File: config.mk
export PLATFORM = sky130hd
export DESIGN_NAME = st506_seek_controller
export DESIGN_NICKNAME = d
export VERILOG_FILES = /design/src/rtl/st506_seek_controller.sv
export SDC_FILE = /design/constraint.sdc
export NUM_CORES = 1
export LEC_CHECK = 0
export CAP_MARGIN = 20
export CORE_MARGIN = 2
export CORE_UTILIZATION = 41
export CTS_CLUSTER_DIAMETER = 30
export CTS_CLUSTER_SIZE = 28
export DETAILED_ROUTE_END_ITERATION = 10
export PLACE_DENSITY = 0.64
export SLEW_MARGIN = 20
export SYNTH_ARGS = -nofsm -noshare
export SYNTH_HDL_FRONTEND = slang
export SYNTH_SLANG_ARGS = --single-unit
File: constraint.sdc
create_clock -name clk -period 11.14 [get_ports clk]
set_clock_uncertainty 0.1 [all_clocks]
set_input_delay 2.228 -clock clk [delete_from_list [all_inputs] [get_ports clk]]
set_output_delay 2.228 -clock clk [all_outputs]
set_load 0.02 [all_outputs]
File: src/rtl/st506_seek_controller.sv
`default_nettype none
// ============================================================================
// Module   : st506_seek_controller
// Purpose  : Multi-drive ST-506 seek/recalibrate sequencer. Tracks each
//            drive's cylinder and calibration flag, and generates timed
//            STEP/DIRECTION sequences in normal or buffered step mode. It then
//            waits for SEEK COMPLETE with a timeout and reports a status code.
// Revision : 1.0 - initial release
// ============================================================================
module st506_seek_controller #(
    parameter int NUM_DRIVES = 4,
    parameter int CYL_WIDTH  = 11,
    parameter int DIR_SETUP  = 300,
    parameter int STEP_HOLD  = 300,
    parameter int RECAL_MAX  = 1024,
    localparam int DW = (NUM_DRIVES > 1) ? $clog2(NUM_DRIVES) : 1
) (
    input  logic                 clk,
    input  logic                 reset,
    input  logic                 cmd_valid,
    output logic                 cmd_ready,
    input  logic                 cmd_recal,
    input  logic [DW-1:0]        cmd_drive,
    input  logic [CYL_WIDTH-1:0] cmd_cyl,
    input  logic                 buffered_mode,
    input  logic [15:0]          step_pulse_width,
    input  logic [15:0]          step_period,
    input  logic [15:0]          buf_period,
    input  logic [31:0]          timeout_cycles,
    input  logic                 seek_complete,
    input  logic                 at_track00,
    output logic                 step_pulse,
    output logic                 step_dir,
    output logic [DW-1:0]        active_drive,
    output logic                 busy,
    output logic                 done,
    output logic [1:0]           err_code,
    input  logic [DW-1:0]        query_drive,
    output logic [CYL_WIDTH-1:0] cyl_out,
    output logic                 cyl_valid_out
);

    // Phase lengths below one cycle are stretched to one so every phase is observable.
    localparam int                   c_rcw        = $clog2(RECAL_MAX + 1);
    localparam logic [31:0]          c_setup_last = (DIR_SETUP > 1) ? 32'(DIR_SETUP - 1) : 32'd0;
    localparam logic [31:0]          c_hold_last  = (STEP_HOLD > 1) ? 32'(STEP_HOLD - 1) : 32'd0;
    localparam logic [c_rcw-1:0]     c_recal_max  = c_rcw'(RECAL_MAX);
    localparam logic [c_rcw-1:0]     c_rc_one     = c_rcw'(1);
    localparam logic [CYL_WIDTH-1:0] c_cyl_max    = '1;
    localparam logic [CYL_WIDTH-1:0] c_cyl_one    = CYL_WIDTH'(1);

    localparam logic [2:0] c_st_idle   = 3'd0;
    localparam logic [2:0] c_st_setup  = 3'd1;
    localparam logic [2:0] c_st_pulse  = 3'd2;
    localparam logic [2:0] c_st_hold   = 3'd3;
    localparam logic [2:0] c_st_gap    = 3'd4;
    localparam logic [2:0] c_st_settle = 3'd5;

    logic [2:0]            r_state;
    logic [31:0]           r_cnt;
    logic [DW-1:0]         r_drive;
    logic                  r_recal;
    logic [CYL_WIDTH-1:0]  r_remaining;
    logic [c_rcw-1:0]      r_recal_cnt;
    logic [15:0]           r_width;
    logic [15:0]           r_gap;
    logic [31:0]           r_timeout;
    logic                  r_step_pulse;
    logic                  r_step_dir;
    logic                  r_done;
    logic [1:0]            r_err;
    logic [CYL_WIDTH-1:0]  r_cyl [NUM_DRIVES];
    logic [NUM_DRIVES-1:0] r_valid;

    logic                  w_phase_end;
    logic                  w_gap_end;
    logic [CYL_WIDTH-1:0]  w_cur_cyl;
    logic                  w_cur_valid;
    logic [CYL_WIDTH-1:0]  w_diff;
    logic [CYL_WIDTH-1:0]  w_step_cyl;
    logic [15:0]           w_width_in;
    logic [15:0]           w_gap_in;

    assign w_cur_cyl   = r_cyl[cmd_drive];
    assign w_cur_valid = r_valid[cmd_drive];
    assign w_diff      = (cmd_cyl > w_cur_cyl) ? (cmd_cyl - w_cur_cyl) : (w_cur_cyl - cmd_cyl);
    assign w_width_in  = (step_pulse_width == 16'd0) ? 16'd1 : step_pulse_width;
    // Recalibration always uses the normal step rate; buffered mode only speeds up seeks.
    assign w_gap_in    = (cmd_recal || !buffered_mode) ? step_period : buf_period;

    // Detect the last cycle of the current timed phase.
    always_comb begin
        w_phase_end = 1'b0;
        case (r_state)
            c_st_setup: w_phase_end = (r_cnt == c_setup_last);
            c_st_pulse: w_phase_end = (r_cnt == {16'd0, r_width - 16'd1});
            c_st_hold:  w_phase_end = (r_cnt == c_hold_last);
            c_st_gap:   w_phase_end = (r_cnt == {16'd0, r_gap - 16'd1});
            default:    w_phase_end = 1'b0;
        endcase
    end

    // A zero-length gap ends together with the hold phase.
    assign w_gap_end = w_phase_end &&
                       ((r_state == c_st_gap) || ((r_state == c_st_hold) && (r_gap == 16'd0)));

    // Cylinder after one step in the current direction, clamped at both ends.
    always_comb begin
        w_step_cyl = r_cyl[r_drive];
        if (r_step_dir) begin
            if (r_cyl[r_drive] != c_cyl_max) w_step_cyl = r_cyl[r_drive] + c_cyl_one;
        end else begin
            if (r_cyl[r_drive] != '0) w_step_cyl = r_cyl[r_drive] - c_cyl_one;
        end
    end

    // Command sequencer, per-drive position tracking and status reporting.
    always_ff @(posedge clk or posedge reset) begin
        if (reset) begin
            r_state      <= c_st_idle;
            r_cnt        <= '0;
            r_drive      <= '0;
            r_recal      <= 1'b0;
            r_remaining  <= '0;
            r_recal_cnt  <= '0;
            r_width      <= 16'd1;
            r_gap        <= '0;
            r_timeout    <= '0;
            r_step_pulse <= 1'b0;
            r_step_dir   <= 1'b0;
            r_done       <= 1'b0;
            r_err        <= 2'b00;
            r_valid      <= '0;
            for (int i = 0; i < NUM_DRIVES; i++) begin
                r_cyl[i] <= '0;
            end
        end else begin
            r_done <= 1'b0;
            case (r_state)
                c_st_idle: begin
                    if (cmd_valid) begin
                        r_drive     <= cmd_drive;
                        r_recal     <= cmd_recal;
                        r_width     <= w_width_in;
                        r_gap       <= w_gap_in;
                        r_timeout   <= timeout_cycles;
                        r_err       <= 2'b00;
                        r_cnt       <= '0;
                        r_recal_cnt <= '0;
                        if (cmd_recal) begin
                            r_step_dir <= 1'b0;
                            if (at_track00) begin
                                r_cyl[cmd_drive]   <= '0;
                                r_valid[cmd_drive] <= 1'b1;
                                r_state            <= c_st_settle;
                            end else begin
                                r_valid[cmd_drive] <= 1'b0;
                                r_state            <= c_st_setup;
                            end
                        end else if (!w_cur_valid) begin
                            r_done <= 1'b1;
                            r_err  <= 2'b11;
                        end else if (cmd_cyl == w_cur_cyl) begin
                            r_done <= 1'b1;
                        end else begin
                            r_step_dir  <= (cmd_cyl > w_cur_cyl);
                            r_remaining <= w_diff;
                            r_state     <= c_st_setup;
                        end
                    end
                end
                c_st_setup: begin
                    if (w_phase_end) begin
                        r_cnt          <= '0;
                        r_step_pulse   <= 1'b1;
                        r_cyl[r_drive] <= w_step_cyl;
                        if (r_recal) r_recal_cnt <= r_recal_cnt + c_rc_one;
                        else         r_remaining <= r_remaining - c_cyl_one;
                        r_state        <= c_st_pulse;
                    end else begin
                        r_cnt <= r_cnt + 32'd1;
                    end
                end
                c_st_pulse: begin
                    if (w_phase_end) begin
                        r_cnt        <= '0;
                        r_step_pulse <= 1'b0;
                        r_state      <= c_st_hold;
                    end else begin
                        r_cnt <= r_cnt + 32'd1;
                    end
                end
                c_st_hold: begin
                    if (w_phase_end) begin
                        r_cnt   <= '0;
                        r_state <= c_st_gap;
                    end else begin
                        r_cnt <= r_cnt + 32'd1;
                    end
                end
                c_st_gap: begin
                    if (!w_phase_end) r_cnt <= r_cnt + 32'd1;
                end
                c_st_settle: begin
                    if (seek_complete) begin
                        r_done  <= 1'b1;
                        r_err   <= 2'b00;
                        r_state <= c_st_idle;
                    end else if (r_cnt >= r_timeout) begin
                        r_done           <= 1'b1;
                        r_err            <= 2'b01;
                        r_valid[r_drive] <= 1'b0;
                        r_state          <= c_st_idle;
                    end else begin
                        r_cnt <= r_cnt + 32'd1;
                    end
                end
                default: r_state <= c_st_idle;
            endcase

            // End of an inter-step gap: decide whether to step again, settle or give up.
            // Track 0 is checked before the step budget so the last allowed step can still succeed.
            if (w_gap_end) begin
                r_cnt <= '0;
                if (!r_recal) begin
                    r_state <= (r_remaining != '0) ? c_st_setup : c_st_settle;
                end else if (at_track00) begin
                    r_cyl[r_drive]   <= '0;
                    r_valid[r_drive] <= 1'b1;
                    r_state          <= c_st_settle;
                end else if (r_recal_cnt == c_recal_max) begin
                    r_done  <= 1'b1;
                    r_err   <= 2'b10;
                    r_state <= c_st_idle;
                end else begin
                    r_state <= c_st_setup;
                end
            end
        end
    end

    assign cmd_ready     = (r_state == c_st_idle);
    assign busy          = (r_state != c_st_idle);
    assign step_pulse    = r_step_pulse;
    assign step_dir      = r_step_dir;
    assign active_drive  = r_drive;
    assign done          = r_done;
    assign err_code      = r_err;
    assign cyl_out       = r_cyl[query_drive];
    assign cyl_valid_out = r_valid[query_drive];

endmodule
`default_nettype wire

======== Word-level counts from Yosys, hierarchy flattened ========
Index checks and enable logic that the tools add are counted.
cells by class
  add/subtract/negate cells ............... 9
  order comparisons ....................... 12
  equality and inequality tests ........... 31
  muxes and demuxes ....................... 107
  bitwise logic cells ..................... 13
  reductions and logical operators ........ 28
operator list
  operator                                                                count
  44-bit two-way mux                                                      7
  11-bit two-way mux                                                      21
  32-bit two-way mux                                                      6
  32-bit one-hot mux with 4 select lines                                  1
  44-bit bitwise AND                                                      2
  44-bit inverter                                                         2
  44-bit one-hot mux with 2 select lines                                  1
  11-bit binary-select mux with 2-bit select                              3
  32-bit by 16-bit equality test with 1-bit output                        2
  44-bit bitwise mux                                                      1
  11-bit demux with 2-bit select                                          2
  11-bit one-hot mux with 2 select lines                                  2
  3-bit two-way mux                                                       14
  32-bit by 1-bit adder with 32-bit output, second input constant         1
  32-bit by 9-bit equality test with 1-bit output, second input constant  1
  32-bit greater-or-equal comparator                                      1
  16-bit logical NOT                                                      2
  16-bit two-way mux                                                      2
  4-bit two-way mux                                                       8
  16-bit by 1-bit subtractor with 16-bit output, second input constant    2
  11-bit by 1-bit adder with 11-bit output, second input constant         2
  11-bit nonzero test                                                     2
  11-bit by 1-bit subtractor with 11-bit output, second input constant    2
  11-bit subtractor                                                       2
  45 further kinds                                                        111
word-level totals
  register bits ........................... 177
  input port bits ......................... 102
  output and inout bits ................... 21
  logic and storage cells ................. 218

======== Depth between registers and ports, before layout ========
Gate-level depths: netlist of run 1.
  depth after elaboration ................. 15
  mapped depth ............................ 20
  gate-level depth less buffers ........... 14

======== Least setup slack after synthesis of run 1 ========
Ideal clock, no wire load.
  path type ............................... input port to flip-flop
  from .................................... input cmd_drive[0]
  to ...................................... register r_remaining[6]
  setup time .............................. 0.131 ns
  arrival ................................. 6.403 ns
  required time ........................... 10.909 ns
  slack ................................... 4.506 ns
  cell stages on the path ................. 15
  path buffers ............................ 3
  cell sequence ........................... clkbuf_1 -> buf_1 -> mux4_2 -> ha_1 -> clkbuf_1 -> a2111oi_0 -> nor2_1 -> a211o_1 -> a22oi_1 -> mux2_2 -> a311oi_1 -> o22a_1 -> xor2_1 -> nor2_1 -> or3_1
on the way
  cells in the longest elaborated chain, start to end .. 11
  elaborated cells on any way between the ends .. 19
  those cells by class .................... 2 x add/sub; 1 x order compare; 3 x eq/ne; 11 x mux; 1 x bitwise; 1 x reduce/logical
ends and longest elaborated chain
  item                                                                 RTL line  RTL
  start: declaration                                                   23        input logic [DW-1:0] cmd_drive,
  2-bit inverter with 3-bit output (not written as such)               84        assign w_cur_cyl = r_cyl[cmd_drive];
  11-bit binary-select mux with 2-bit select                           84
  11-bit two-way mux (not written as such) (2 in a row)                84
  11-bit subtractor or 11-bit greater-than comparator (tied branches)  86        assign w_diff = (cmd_cyl > w_cur_cyl) ? (cmd_cyl - w_cur_cyl) : (w_cur_cyl - cmd_cyl);
  11-bit two-way mux                                                   86
  11-bit two-way mux                                                   163       end else if (cmd_cyl == w_cur_cyl) begin
  11-bit two-way mux                                                   160       end else if (!w_cur_valid) begin
  11-bit two-way mux                                                   150       if (cmd_recal) begin
  11-bit two-way mux                                                   141       if (cmd_valid) begin
  11-bit one-hot mux with 2 select lines                               139       case (r_state)
  end signal: assignment                                               167       r_remaining <= w_diff;
  end signal: assignment                                               178       else r_remaining <= r_remaining - c_cyl_one;
  end: declaration                                                     63        logic [CYL_WIDTH-1:0] r_remaining;
Several ways; a longest one is shown, not always the timed one. The select of a mux whose other input is x is not followed.
A chain may end at the register's enable or synchronous reset.

======== Worst setup path after layout of run 1 ========
  from .................................... input query_drive[0]
  to ...................................... output cyl_valid_out
on the way
  cells in the longest elaborated chain, start to end .. 2
ends and longest elaborated chain
  item                                       RTL line  RTL
  start: declaration                         38        input logic [DW-1:0] query_drive,
  1-bit binary-select mux with 2-bit select  250       assign cyl_valid_out = r_valid[query_drive];
  1-bit two-way mux (not written as such)    250
  end: declaration                           40        output logic cyl_valid_out
Every way passes these cells. The select of a mux whose other input is x is not followed.

==> results of run 1 <==
through the flow:
step | hold slack [ns] | area, sq um | total power, uW
2_1_floorplan | 0.3497 | 12730 | 2628
3_3_place_gp | 0.3705 | 14130 | 3134
3_5_place_dp | 0.3702 | 14150 | 3173
4_1_cts | 0.3862 | 14770 | 3826
5_1_grt | 0.4259 | 14770 | 4101
6_report | 0.3830 | 14770 | 3825
critical path, stage by stage:
cell             delay (ns)
clkdlybuf4s50_1        1.08
mux4_2                 0.65
clkdlybuf4s50_1        0.56
cell usage after synthesis (all sizes together), types with 13 or more instances:
master   number
a21o         20
a21oi        41
a22o         20
a2bb2o       32
and3         15
buf          25
clkbuf       54
dfrtp       176
ha           60
inv          81
mux2i        40
mux4         35
nand2       187
nand2b       14
nand3        32
nand4        18
nor2         87
nor2b        20
nor3         50
nor4         21
o211ai       13
o21ai       119
o2bb2ai      15
or3          19
xnor2        24
xor2         16
kinds of logic after synthesis:
logic type | count (synthesis) | share of synthesized area, %
fa+ha+maj | 62 | 6.214
xor+xnor | 40 | 2.753
flops | 177 | 34.81
compound gates | 350 | 20.21
mux | 83 | 10.05
simple gates | 515 | 20.30
buf+inv | 160 | 5.653
layout make-up:
class / instances / area (sq um) / area share, %
Tap cell: 396 / 495.5 / 3.354
Inverter: 81 / 311.5 / 2.109
Clock inverter: 13 / 167.7 / 1.135
Multi-Input combinational cell: 1050 / 7587 / 51.35
Sequential cell: 177 / 4431 / 29.99
Timing Repair Buffer: 136 / 1329 / 8.994
Clock buffer: 19 / 452.9 / 3.066
sequential cells by signal, indices dropped and copies added (netlist names), 2 cells and up:
name          flops
r_width          16
r_remaining      11
active_drive      2
r_valid           4
r_cnt            32
r_state           3
r_timeout        32
r_cyl            44
err_code          2
r_gap            16
r_recal_cnt      11
worst max-delay path by stage:
stage / startpoint / end / slack, ns
after global routing: query_drive[0] / cyl_valid_out / 4.15
after global placement: cmd_drive[0] / r_remaining[6]$_DFFE_PP0P_ / 3.44
final: query_drive[0] / cyl_valid_out / 4.28
after CTS: cmd_drive[0] / r_remaining[6]$_DFFE_PP0P_ / 3.78
after detailed placement: cmd_drive[0] / r_remaining[6]$_DFFE_PP0P_ / 3.31
after floorplan: reset / active_drive[0]$_DFFE_PP0P_ / 4.01
layer usage:
layer | wire, um | track usage [%] | up-vias | part of all wire (%)
met1 | 15360 | 27.67 | 5336 | 45
met2 | 16270 | 35.21 | 303 | 48
met3 | 1532 | 3.395 | 49 | 4.5
li1 | - | - | 5229 | -
met5 | 0 | 0 | - | 0
met4 | 690 | 5.484 | 0 | 2.0
layout by cell type, fill, tap and decap left out, drive strengths merged, types with 7 or more instances in the layout:
master and count:
a211oi 7, a21o 20, a21oi 41, a22o 20
a2bb2o 32, a31oi 10, and3 15, buf 15
clkbuf 19, clkdlybuf4s50 121, dfrtp 176, ha 60
inv 88, mux2 8, mux2i 40, mux4 35
nand2 187, nand2b 14, nand3 32, nand3b 8
nand4 18, nor2 87, nor2b 20, nor3 50
nor3b 7, nor4 21, o211ai 13, o21a 7
o21ai 119, o2bb2ai 15, or2 10, or3 19
xnor2 24, xor2 16
power groups by stage:
stage                     registers [uW]  clock network, uW  logic [uW]
after floorplan                     1060                  0        1570
after global placement              1170                  0        1960
after detailed placement            1170                  0        2000
after CTS                           1160                654        2010
after global routing                1200                677        2230
final                               1170                642        2010
==> flow_summary.yaml, run 1 <==
clocking:
  path_clk_slew_ns: 0.07
  cts-root-buf: "clkbuf_16"
  htreeDepth: 4
  hold_buffers: 0
  cts_setup_buffers: 0
  cts_resized: 0
  cts_sinks: 177
  numCtsBuffers: 17
  cts.path.max_buffers: 2
  cts_tree: "yes"
  clk_latency_ns: 0.44
place:
  port_buffers: 122
  dpl.cell_count: 1839
  place_worst_setup_slack_ns: 3.314
  dp_hpwl_um: 24520
  gp_congestion: 0.8599
routing:
  wl_per_cell_um: 18.08
  drtAntennaViolNets: 0
  vias: 10920
  firstDrtPassIters: 5
  drtIter0Drc: 909
  drcViolationCount: 0
  viasPerCell: 5.832
  routed_wirelength_um: 33850
sta:
  rsz0062_at_grt: "no"
  final.period_utilization_pct: 61.59
  fin_crit_ns: 6.861
  finalHoldViolCount: 0
  slew_headroom_pct: 31.92
  setup_slack_ns: 4.279
  tightest_slew_ns: 1.017
  fmax_mhz: 145.8
  setup_violations: 0
  tns_ns: 0
  maxSlewViolCount: 0
synth:
  synth_area_leaders: "dfrtp_1 35%, mux4_2 6.2%, ha_1 5.9%"
  synth_cell_types: 95
  synth_top_cell_area_share_pct: 34.61
  ys_seq_area_share_pct: 34.81
  ys.flop_type: "dfrtp_1"
  synth_area_sq_mm: 0.01273
  postSynth.asyncResetShare_pct: 100.0
  synth-edff-count: 0
  ys_seq_elements: 177
  synth_top_area_cell: "dfrtp_1"
  syn_nets: 1551
  synth_warnings: 0
  syn_inst: 1387
  avgSynthCellArea_sq_um: 9.175
global_routing:
  grt_pass1_vias: 10610
  antenna_found_initial: 0
  grt_max_degree: 111
  gr-usage-all-layers_pct: 20.80
  grt_pass1_wl_um: 55320
  overflow: 0
critical_path:
  reg2reg_depth: 16
  worst_ep_arrival_time_ns: 4.53
  path_class: "in2out"
  rrSetupSlack_ns: 5.73
  worstSetupStartpointType: "input pin"
  reg2reg_to: "r_cyl[40]$_DFF_PP0_"
  endpoint_kind: "output port"
  r2r-start: "r_state[2]$_DFFE_PP0P_"
  cp.required_ns: 8.81
  critPathMaxFanout: 12
finish:
  fin_cells: 1872
  n_antenna_cell: 0
  synthToLayoutAreaGrowth_pct: 16.10
  fin_nets: 1627
  fillers: 2921
  final_core_util_pct: 48.30
  drive_gt1_share_pct: 10.30
power_and_ir_drop:
  peakVddDrop_v: 0.0001398
  intPower_uw: 2151
  swShare_pct: 43.76
  p_seq_share_pct: 30.6
  combPwrFrac_pct: 52.6
  pwr_density_cell_mw_per_mm2: 258.9
  clkPwrFrac_pct: 16.8
  leakage_uw: 0.006206
  p_switching_uw: 1674
min_path:
  worstHoldEndpoint: "r_timeout[0]$_DFFE_PP0P_"
  hold_path_depth: 2
  hp-class: "reg2reg"
  min_from: "r_timeout[0]$_DFFE_PP0P_"
die:
  core_sq_mm: 0.03059
  die_w_um: 180.2
  dieArea_sq_mm: 0.03246
  num_rows: 64
  start_util_pct: 41.60
  fp.dieH_um: 180.2
  io_pins: 123
outcome:
  outcome: "finished, final reports clean"
flow_run:
  cap_viol_max_count: 0
Note: power is estimated with default switching activity, not from simulation.
==> run 2, diff against run 1 <==
- clock period: 11.14 -> 6.55 ns (I/O delays scaled with it)
==> run 2 against run 1 <==
  * First-iteration DRC count shrank 4.8%
  * Non-clock buffer count rose by 5
  * Via count is 0.19% lower
  * Critical endpoint is now r_remaining[6]$_DFFE_PP0P_
  * Largest cell class unchanged
  * Core utilization increased by 0.094 points
  * Hold slack improved by 0.0082 ns
==> flow_summary.yaml, run 2 (same netlist as run 1, synthesis figures left out) <==
sta:
  maxSlewViolCount: 0
  setup_violations: 0
  rsz0062_at_grt: "no"
  slew_headroom_pct: 32.26
  tns_ns: 0
  final.period_utilization_pct: 84.41
  timing.hold.ws_ns: 0.3912
  finalHoldViolCount: 0
  tightest_slew_ns: 1.012
  fin_crit_ns: 5.529
  fmax_mhz: 180.9
clocking:
  cts_tree: "yes"
  cts.path.max_buffers: 2
  cts-root-buf: "clkbuf_16"
  cts_sinks: 177
  hold_buffers: 0
  numCtsBuffers: 17
  htreeDepth: 4
  cts_resized: 0
  clk_latency_ns: 0.44
  path_clk_slew_ns: 0.07
  cts_setup_buffers: 0
global_routing:
  grt_util_met3_pct: 3.416
  grt_pass1_wl_um: 55110
  grtUsageMet2_pct: 34.81
  grt_max_degree: 77
  grt_pass1_vias: 10510
  overflow: 0
  grt-busiest-layer: "met2"
  grt_use_met1_pct: 27.89
  gr-usage-all-layers_pct: 20.80
  antenna_found_initial: 0
finish:
  synthToLayoutAreaGrowth_pct: 16.32
  drive_gt1_share_pct: 10.47
  largest_reg_flops: 44
  n_antenna_cell: 0
  most-common-layout-cells: "186 x nand2_1, 176 x dfrtp_1, 122 x clkdlybuf4s50_1, 116 x o21ai_0, 86 x nor2_1"
  design_area_sq_mm: 0.01480
  reg_top3: "r_cyl: 44 flops, r_cnt: 32 flops, r_timeout: 32 flops"
  top_register: "r_cyl"
  final_core_util_pct: 48.39
  fin_nets: 1632
  final_common_cell: "nand2_1"
critical_path:
  path_class: "in2reg"
  worst_ep_arrival_time_ns: 5.74
  endpoint_kind: "flop"
  cp.required_ns: 6.76
  critPathMaxFanout: 11
  worstSetupStartpointType: "input pin"
place:
  dp_hpwl_um: 24690
  placed_cell_area_sq_mm: 0.01419
  port_buffers: 122
  gp_congestion: 0.8559
power_and_ir_drop:
  peakVddDrop_v: 0.0002287
  pwr_density_cell_mw_per_mm2: 439.6
  leakage_uw: 0.006228
routing:
  wl_per_cell_um: 18.23
  vias: 10900
  firstDrtPassIters: 9
  viasPerCell: 5.808
  drtAntennaViolNets: 0
  drtIter0Drc: 865
  drcViolationCount: 0
  routed_wirelength_um: 34190
die:
  num_rows: 64
  fp.dieH_um: 180.2
  core_sq_mm: 0.03059
  dieArea_sq_mm: 0.03246
  start_util_pct: 41.60
  die_w_um: 180.2
  io_pins: 123
min_path:
  hp-class: "reg2reg"
outcome:
  outcome: "finished, final reports clean"
flow_run:
  cap_viol_max_count: 0
==> run 2: cell count changes in the layout (fill, tap and decap cells not counted), sizes merged <==
cell	change
buf	+4
clkdlybuf4s50	+1
clkbuf	-1
clkinv	+3
inv	-3
clkinvlp	-1
bufinv	+1
==> run 2: metrics by stage <==
stage	total power (uW)	instances	setup WS, ns
3_5_place_dp	5406	1845	0.5554
4_1_cts	6516	1876	1.009
2_1_floorplan	4469	1387	0.3397
3_3_place_gp	5338	1845	0.6032
5_1_grt	7007	1876	0.6981
6_report	6507	1876	1.021
==> run 2: per-layer routing <==
layer	vias to the layer above	routed length (um)
li1	5227	-
met1	5300	15390
met2	326	16380
met3	43	1719
met4	0	697
met5	-	0
==> run 2: critical path, cell delays in order <==
cell,delay [ns]
clkdlybuf4s50_1,0.84
mux4_2,0.60
ha_1,0.49
nand4_1,0.20
nor2_1,0.15
nand4_1,0.19
and2_1,0.23
a22o_1,0.35
mux2i_1,0.20
a311oi_1,0.34
o22a_1,0.25
xor2_1,0.16
nor2_1,0.05
or3_1,0.36
==> run 2: layout make-up <==
class	instances	area [sq um]
multi-input cells	1050	7587
repair buffers	141	1364
clock buffers	18	439.2
flip-flops and latches	177	4431
clock inverters	13	177.7
inverters	81	309.0
fillers	2896	15790
well taps	396	495.5
==> run 2: report_power, final <==
| group | leakage [uW] | switching (uW) | total (uW) | internal (uW) |
|---|---|---|---|---|
| Sequential | 0.00222 | 463 | 1970 | 1500 |
| Combinational | 0.00371 | 1880 | 3450 | 1560 |
| Clock | 0.000298 | 476 | 1090 | 618 |
==> run 2: path summary, 6_finish.rpt <==
kind                                          startpoint                         end  slack, ns  depth (start not counted)
worst max register to register    r_state[0]$_DFFE_PP0P_       r_cnt[28]$_DFFE_PP0P_       1.39                         15
max in group asynchronous                          reset      step_pulse$_DFFE_PP0P_       3.86                          3
min in group asynchronous                          reset       r_cnt[29]$_DFFE_PP0P_       1.30                          2
worst min-delay path            r_timeout[0]$_DFFE_PP0P_    r_timeout[0]$_DFFE_PP0P_       0.39                          2
worst min register to register  r_timeout[0]$_DFFE_PP0P_    r_timeout[0]$_DFFE_PP0P_       0.39                          2
worst max-delay path                        cmd_drive[0]  r_remaining[6]$_DFFE_PP0P_       1.02                         14
